## src/rtl/conv_pkg.sv

```systemverilog
`default_nettype none
// ============================================================================
//  Module   : conv_pkg
//  Purpose  : Shared widths, FSM state encoding and the shift/saturate helper
//             for the 3x3 convolver lane.
//  Revision : 1.0 - initial release
// ============================================================================
package conv_pkg;

    localparam int BITS_IMAGEN_DEF = 8;
    localparam int BITS_COEF_DEF   = 8;
    localparam int BITS_DATA_DEF   = 13;
    localparam int SHIFT_DEF       = 7;

    // Product of a zero-extended pixel and a signed coefficient, and the
    // width of the full nine-term sum for the default pixel/coef widths.
    localparam int PROD_W = BITS_IMAGEN_DEF + BITS_COEF_DEF + 1;
    localparam int ACC_W  = PROD_W + 4;

    typedef enum logic [1:0] {
        ST_IDLE = 2'd0,
        ST_FILL = 2'd1,
        ST_RUN  = 2'd2
    } state_e;

    // Arithmetic right shift, then clamp into a signed 'bits'-wide range.
    function automatic logic signed [31:0] sat_shift(
        input logic signed [31:0] sum,
        input int                 shift,
        input int                 bits
    );
        logic signed [31:0] sh;
        logic signed [31:0] hi;
        logic signed [31:0] lo;
        sh = sum >>> shift;
        hi = (32'sd1 <<< (bits - 1)) - 32'sd1;
        lo = -hi - 32'sd1;
        if (sh > hi) begin
            return hi;
        end else if (sh < lo) begin
            return lo;
        end
        return sh;
    endfunction

endpackage
`default_nettype wire

```

## src/rtl/conv_row_mac.sv

```systemverilog
`default_nettype none
// ============================================================================
//  Module   : conv_row_mac
//  Purpose  : One kernel row: three pixel x coefficient products (S1) and
//             their sum (S2), both registered.
//  Revision : 1.0 - initial release
// ============================================================================
module conv_row_mac
    import conv_pkg::*;
#(
    parameter int BITS_IMAGEN = BITS_IMAGEN_DEF,
    parameter int BITS_COEF   = BITS_COEF_DEF
) (
    input  logic                                  clk,
    input  logic                                  rst,
    input  logic [3*BITS_IMAGEN-1:0]              i_pix,   // tap c at [c*BITS_IMAGEN +: BITS_IMAGEN]
    input  logic [3*BITS_COEF-1:0]                i_coef,  // tap c at [c*BITS_COEF +: BITS_COEF]
    output logic signed [BITS_IMAGEN+BITS_COEF+2:0] o_sum
);

    localparam int MUL_W  = BITS_IMAGEN + BITS_COEF + 1;
    localparam int RSUM_W = MUL_W + 2;

    logic signed [MUL_W-1:0]  prod_d [3];
    logic signed [MUL_W-1:0]  prod_q [3];
    logic signed [RSUM_W-1:0] sum_d;
    logic signed [RSUM_W-1:0] sum_q;

    for (genvar c = 0; c < 3; c++) begin : g_tap
        logic signed [MUL_W-1:0] px_ext;
        logic signed [MUL_W-1:0] cf_ext;
        // Pixels are unsigned: zero-extend so they stay positive in signed math.
        assign px_ext = $signed({{(MUL_W-BITS_IMAGEN){1'b0}}, i_pix[c*BITS_IMAGEN +: BITS_IMAGEN]});
        assign cf_ext = $signed({{(MUL_W-BITS_COEF){i_coef[c*BITS_COEF+BITS_COEF-1]}},
                                 i_coef[c*BITS_COEF +: BITS_COEF]});
        assign prod_d[c] = px_ext * cf_ext;
    end

    assign sum_d = RSUM_W'(prod_q[0]) + RSUM_W'(prod_q[1]) + RSUM_W'(prod_q[2]);

    // S1 product registers and S2 row-sum register.
    always_ff @(posedge clk or negedge rst) begin
        if (!rst) begin
            for (int c = 0; c < 3; c++) begin
                prod_q[c] <= '0;
            end
            sum_q <= '0;
        end else begin
            for (int c = 0; c < 3; c++) begin
                prod_q[c] <= prod_d[c];
            end
            sum_q <= sum_d;
        end
    end

    assign o_sum = sum_q;

endmodule
`default_nettype wire

```

## src/rtl/conv_unit.sv

```systemverilog
`default_nettype none
// ============================================================================
//  Module   : conv_unit
//  Purpose  : One 3x3 convolver lane: 3-column sliding window, fill/run FSM,
//             three row MACs, final adder with shift and saturation.
//  Revision : 1.0 - initial release
// ============================================================================
module conv_unit
    import conv_pkg::*;
#(
    parameter int BITS_IMAGEN = BITS_IMAGEN_DEF,
    parameter int BITS_COEF   = BITS_COEF_DEF,
    parameter int BITS_DATA   = BITS_DATA_DEF,
    parameter int SHIFT       = SHIFT_DEF
) (
    input  logic                     clk,
    input  logic                     rst,
    input  logic [3*BITS_IMAGEN-1:0] i_col,
    input  logic                     i_valid,
    input  logic                     i_sop,
    input  logic [9*BITS_COEF-1:0]   i_kernel,
    input  logic                     i_kload,
    output logic [BITS_DATA-1:0]     o_data,
    output logic                     o_valid
);

    localparam int MUL_W  = BITS_IMAGEN + BITS_COEF + 1;
    localparam int RSUM_W = MUL_W + 2;
    localparam int TOT_W  = MUL_W + 4;

    state_e                   state_q, state_d;
    logic [1:0]               cnt_q, cnt_d;
    logic                     issue;
    logic [3*BITS_IMAGEN-1:0] win_q [3];
    logic [9*BITS_COEF-1:0]   kern_q;
    logic [9*BITS_COEF-1:0]   kiss_q;   // kernel snapshot travelling with the issued window
    logic                     iss_q, v1_q, v2_q, o_valid_q;
    logic [BITS_DATA-1:0]     o_data_q;
    logic signed [RSUM_W-1:0] row_sum [3];
    logic signed [TOT_W-1:0]  total;

    // State register.
    always_ff @(posedge clk or negedge rst) begin
        if (!rst) begin
            state_q <= ST_IDLE;
            cnt_q   <= 2'd0;
        end else begin
            state_q <= state_d;
            cnt_q   <= cnt_d;
        end
    end

    // Next state: i_sop always restarts the fill; a valid column with it counts as first.
    always_comb begin
        state_d = state_q;
        cnt_d   = cnt_q;
        issue   = 1'b0;
        if (i_sop) begin
            state_d = ST_FILL;
            cnt_d   = i_valid ? 2'd1 : 2'd0;
        end else begin
            case (state_q)
                ST_IDLE: begin
                    if (i_valid) begin
                        state_d = ST_FILL;
                        cnt_d   = 2'd1;
                    end
                end
                ST_FILL: begin
                    if (i_valid) begin
                        if (cnt_q == 2'd2) begin
                            state_d = ST_RUN;
                            cnt_d   = 2'd0;
                            issue   = 1'b1;
                        end else begin
                            cnt_d = cnt_q + 2'd1;
                        end
                    end
                end
                ST_RUN: begin
                    issue = i_valid;
                end
                default: begin
                    state_d = ST_IDLE;
                    cnt_d   = 2'd0;
                end
            endcase
        end
    end

    // Window shift, kernel latch/snapshot, valid pipeline and output register.
    always_ff @(posedge clk or negedge rst) begin
        if (!rst) begin
            for (int i = 0; i < 3; i++) begin
                win_q[i] <= '0;
            end
            kern_q    <= '0;
            kiss_q    <= '0;
            iss_q     <= 1'b0;
            v1_q      <= 1'b0;
            v2_q      <= 1'b0;
            o_valid_q <= 1'b0;
            o_data_q  <= '0;
        end else begin
            if (i_valid) begin
                win_q[2] <= win_q[1];
                win_q[1] <= win_q[0];
                win_q[0] <= i_col;
            end
            if (i_kload) begin
                kern_q <= i_kernel;
            end
            // Snapshot taken before this edge's load, so a same-cycle i_kload is not seen.
            if (issue) begin
                kiss_q <= kern_q;
            end
            iss_q     <= issue;
            v1_q      <= iss_q;
            v2_q      <= v1_q;
            o_valid_q <= v2_q;
            if (v2_q) begin
                o_data_q <= BITS_DATA'(sat_shift(32'(total), SHIFT, BITS_DATA));
            end
        end
    end

    // Kernel column c pairs with window column 2-c (win_q[2] is the oldest).
    for (genvar r = 0; r < 3; r++) begin : g_row
        logic [3*BITS_IMAGEN-1:0] row_pix;
        logic [3*BITS_COEF-1:0]   row_coef;
        for (genvar c = 0; c < 3; c++) begin : g_col
            assign row_pix[c*BITS_IMAGEN +: BITS_IMAGEN] = win_q[2-c][(2-r)*BITS_IMAGEN +: BITS_IMAGEN];
            assign row_coef[c*BITS_COEF +: BITS_COEF]    = kiss_q[(8-(r*3+c))*BITS_COEF +: BITS_COEF];
        end
        conv_row_mac #(
            .BITS_IMAGEN (BITS_IMAGEN),
            .BITS_COEF   (BITS_COEF)
        ) u_row (
            .clk    (clk),
            .rst    (rst),
            .i_pix  (row_pix),
            .i_coef (row_coef),
            .o_sum  (row_sum[r])
        );
    end

    assign total = TOT_W'(row_sum[0]) + TOT_W'(row_sum[1]) + TOT_W'(row_sum[2]);

    assign o_data  = o_data_q;
    assign o_valid = o_valid_q;

endmodule
`default_nettype wire

```

## config.mk

```make
export PLATFORM = sky130hd
export DESIGN_NAME = conv_unit
export DESIGN_NICKNAME = d
export VERILOG_FILES = /design/src/rtl/conv_pkg.sv /design/src/rtl/conv_row_mac.sv /design/src/rtl/conv_unit.sv
export SDC_FILE = /design/constraint.sdc
export NUM_CORES = 2
export LEC_CHECK = 0
export CAP_MARGIN = 25
export CORE_MARGIN = 1
export CORE_UTILIZATION = 35
export CTS_BUF_LIST = sky130_fd_sc_hd__clkbuf_4
export CTS_CLUSTER_SIZE = 12
export DETAILED_ROUTE_END_ITERATION = 8
export HOLD_SLACK_MARGIN = 0.02
export SLEW_MARGIN = 25
export SYNTH_ARGS = -nofsm -noshare
export SYNTH_HDL_FRONTEND = slang
export SYNTH_HIERARCHICAL = 1
export SYNTH_SLANG_ARGS = --single-unit
export TNS_END_PERCENT = 10
```

## constraint.sdc

```tcl
create_clock -name clk -period 5.7 [get_ports clk]
set_clock_uncertainty 0.2 [all_clocks]
set_input_delay 1.14 -clock clk [delete_from_list [all_inputs] [get_ports clk]]
set_output_delay 1.14 -clock clk [all_outputs]
set_load 0.1 [all_outputs]
```

==> summary.txt <==
Run status
  – Status: complete, no violations

Yosys
  – Post-synth cell types: 97
  – Syn nets: 4,761
  – Synth Cell Area: 39,000 um2
  – Syn Area/Cell: 10.3 um2
  – Post-synthesis cell count: around 3,800
  – Post-synth EDFFs: 0
  – Post-synthesis sequential area ratio: between 20 and 30%
  – Seq cells post-synth: 447
  – Warnings from Yosys: 6
  – Synth Flop Type: dfrtp_1
  – Asr flop ratio synth: between 90% and 100%

STA
  – # setup viols final: 0
  – Slew margin rel.: roughly 29%
  – Fin worst setup slack: 0.833 ns
  – Least-Margin Pin Slew: 1.06 ns
  – Fmax: 205 MHz
  – RSZ-0062 raised after global routing: false
  – Final period util: 85.4%
  – Fin. Hold Viols: 0
  – Pins over their slew limit: 0
  – Total Negative Setup Slacks: 0 ns
  – Hold slack: 0.149 ns
  – Final min period: 4.87 ns

Worst setup path
  – Data arrival, critical path: 5.57 ns
  – Setup crit end kind: register
  – CP cell instances: inv_1, nor2_1, fa_1, fa_1, fa_1, inv_1, fa_1, inv_1, ha_1, o2111ai_1, a31oi_1, a211o_1, a221o_1, a21oi_2, xnor2_1
  – Slowest cell on the critical path: fa_1
  – Worst Path Required: 6.40 ns
  – CP delay by family, top: adder cells
  – Critical path peak fanout: 6
  – Startpoint types: register
  – R2r worst-path depth: 15
  – WS Path Type: reg -> reg
  – Buf/Inv on CP: 3
  – Crit-path max cell delay: approximately 0.55 ns
  – Crit-path most repeated cell: fa_1
  – Critical path depth: 15

Clocking
  – Clk sinks: 447
  – H-tree depth: 4
  – Worst skew pair latency: 1.00 ns
  – CTS Root Cell: clkbuf_4
  – Setup Fix Bufs, Post-CTS: 0
  – Bufs on Longest Clock Path: 3
  – CTS Buf Count: 132
  – CTS tree: yes
  – Post_cts resized: 0
  – Clock transition at the registers of the reported paths: 0.06 ns

Route
  – Via count: 26,700
  – Drt total wl: 88,200 um
  – First-pass iteration count of the detailed router: 5
  – WL/cell: 15.8 um
  – Post-route ant nets: 0
  – Residual DRC: 0
  – 1st-iter DRT viols: about 1,300
  – Via/cell ratio: between 4 and 5

Global route
  – Antenna violations before repair: 4
  – Largest net degree at the start of global routing: 117
  – Grt ovf: 0
  – Vias in the first global route: between 20,000 and 30,000
  – First-pass GRT wire length: 149,000 um
  – All-layer global routing usage: approximately 17%

Layout
  – Post-layout util: 39.4%
  – Most common cell after layout, fill and taps aside: inv_1
  – Most frequent cells in the layout: 574 x inv_1, 461 x ha_1, 447 x dfrtp_1, 425 x nand2_1, 405 x fa_1
  – Share of cells above drive strength 1: 9.87%
  – Nets: 4,980
  – Area grow syn2layout: 11.7%

Floorplanning
  – Die Y-Extent: approximately 340 um
  – Die Wd: between 300 and 400 um
  – Starting Density: 35.3%
  – Die footprint: 113,000 um2
  – Row count: 122
  – I/O pin cnt: 115
  – CORE AREA: 111,000 um2

Worst hold path
  – Hold Crit Depth: 0
  – Worst hold path type: reg -> reg

Placed design
  – Routability Congestion: 0.847
  – Dpl ws: 0.863 ns
  – I/O Buffers: ~110
  – Post-DP HPWL: 68,100 um

Run
  – Number of max-cap violations: 0
==> cell type report <==
class	count	area, um2
multi-input combinational	2731	25500
inverter	576	2160
sequential	447	11200
tap	1488	1860
antenna	4	10.0
timing repair buffer	125	1270
clock inverter	51	279
clock buffer	174	1310
fill	11000	67000
==> Yosys cell counts (4+ instances only) <==
| cell | number | area (um2) |
|---|---|---|
| mux2_2 | 145 | 1630 |
| a21o_1 | 37 | 278 |
| nor4_1 | 9 | 56.3 |
| nand2_1 | 425 | 1600 |
| or4_1 | 5 | 37.5 |
| clkbuf_1 | 27 | 101 |
| nand3b_1 | 8 | 60.1 |
| nor2_1 | 154 | 578 |
| a41oi_1 | 5 | 43.8 |
| o21bai_1 | 8 | 60.1 |
| a211o_1 | 8 | 70.1 |
| nor2b_1 | 30 | 188 |
| or3_1 | 5 | 31.3 |
| o311ai_0 | 4 | 35.0 |
| o211ai_1 | 16 | 120 |
| o2111ai_1 | 7 | 61.3 |
| and3_1 | 20 | 125 |
| fa_1 | 405 | 8110 |
| ha_1 | 461 | 5770 |
| buf_1 | 6 | 22.5 |
| nor3_1 | 36 | 180 |
| a21oi_2 | 6 | 52.6 |
| o31ai_1 | 5 | 37.5 |
| a211oi_1 | 26 | 195 |
| o21a_1 | 29 | 218 |
| mux2i_1 | 6 | 60.1 |
| dfrtp_1 | 447 | 11200 |
| a311o_1 | 4 | 40.0 |
| a21oi_1 | 112 | 561 |
| nand4_1 | 5 | 31.3 |
| o21ai_0 | 68 | 340 |
| o21ai_1 | 5 | 25.0 |
| a221oi_1 | 4 | 35.0 |
| xor2_1 | 42 | 368 |
| nand2b_1 | 37 | 231 |
| nand3_1 | 25 | 125 |
| and2_1 | 370 | 2310 |
| xnor2_1 | 88 | 771 |
| inv_1 | 574 | 2150 |
| a31oi_1 | 23 | 144 |
| o31a_1 | 9 | 78.8 |
==> kinds of logic (layout without fill, tap and decap cells) <==
logic type | Yosys count | count (layout) | synth area share, %
adder cells (fa/ha/maj) | 866 | 866 | 35.6
multiplexers | 151 | 151 | 4.34
AND/OR/NAND/NOR | 1154 | 1154 | 14.8
XOR/XNOR | 130 | 130 | 2.92
flip-flops | 447 | 447 | 28.7
AO/OA/AOI/OAI | 430 | 430 | 7.65
other | 0 | 4 | 0
buffers and inverters | 616 | 926 | 5.99
==> sequential cells by signal (all words and copies together), names as in the netlist <==
register / count
cnt_q: 2
g_row.row_pix: 72
g_row.u_row/o_sum: 57
g_row.u_row/prod_q: 153
iss_q: 1
kern_q: 72
kiss_q: 72
o_data: 13
o_valid: 1
state_q: 2
v1_q: 1
v2_q: 1
==> repair_timing <==
item / 4_1_cts / 5_1_grt
hold buffers: 1 / 0
endpoints found under the setup margin: 0 / 0
hold endpoints to repair: 86 / 0
==> path summary, 6_finish.rpt <==
path | end | slack [ns] | start
min | v2_q$_DFF_PN0_ | 0.15 | v1_q$_DFF_PN0_
max | g_row[0].u_row/prod_q[33]$_DFF_PN0_ | 0.83 | kiss_q[63]$_DFFE_PN0P_
min reg2reg | v2_q$_DFF_PN0_ | 0.15 | v1_q$_DFF_PN0_
max reg2reg | g_row[0].u_row/prod_q[33]$_DFF_PN0_ | 0.83 | kiss_q[63]$_DFFE_PN0P_
min in group asynchronous | g_row[0].u_row/o_sum[0]$_DFF_PN0_ | 0.58 | rst
max in group asynchronous | g_row[1].row_pix[17]$_DFFE_PN0P_ | 3.46 | rst
==> per-layer routing <==
metal  vias up  share of wire [%]  GRT usage (%)
met4         0                2.0           4.91
li1      12900                  -              -
met3       121                3.2           2.59
met5         -                  0              0
met1     13300                 47           22.6
met2       381                 47           27.1
==> stage by stage <==
stage,area (um2),instances
after floorplan,39000,3794
after global placement,41900,5366
after detailed placement,41900,5366
after CTS,43500,5592
after global routing,43500,5594
final,43500,5596
==> worst register-to-register path: cells and delay by family, from the launching register on <==
family	cells	cell delay [ns]
and+or+nand+nor	1	0.11
AOI/OAI and AO/OA	5	1.11
buffers and inverters	3	0.31
xor gates and xnor gates	1	0.12
DFF	1	0.44
adders and majority gates	5	2.50
Power is left out: the tool's default activity adds up to more than one toggle a clock period on the data nets, which glitch-free logic cannot reach.
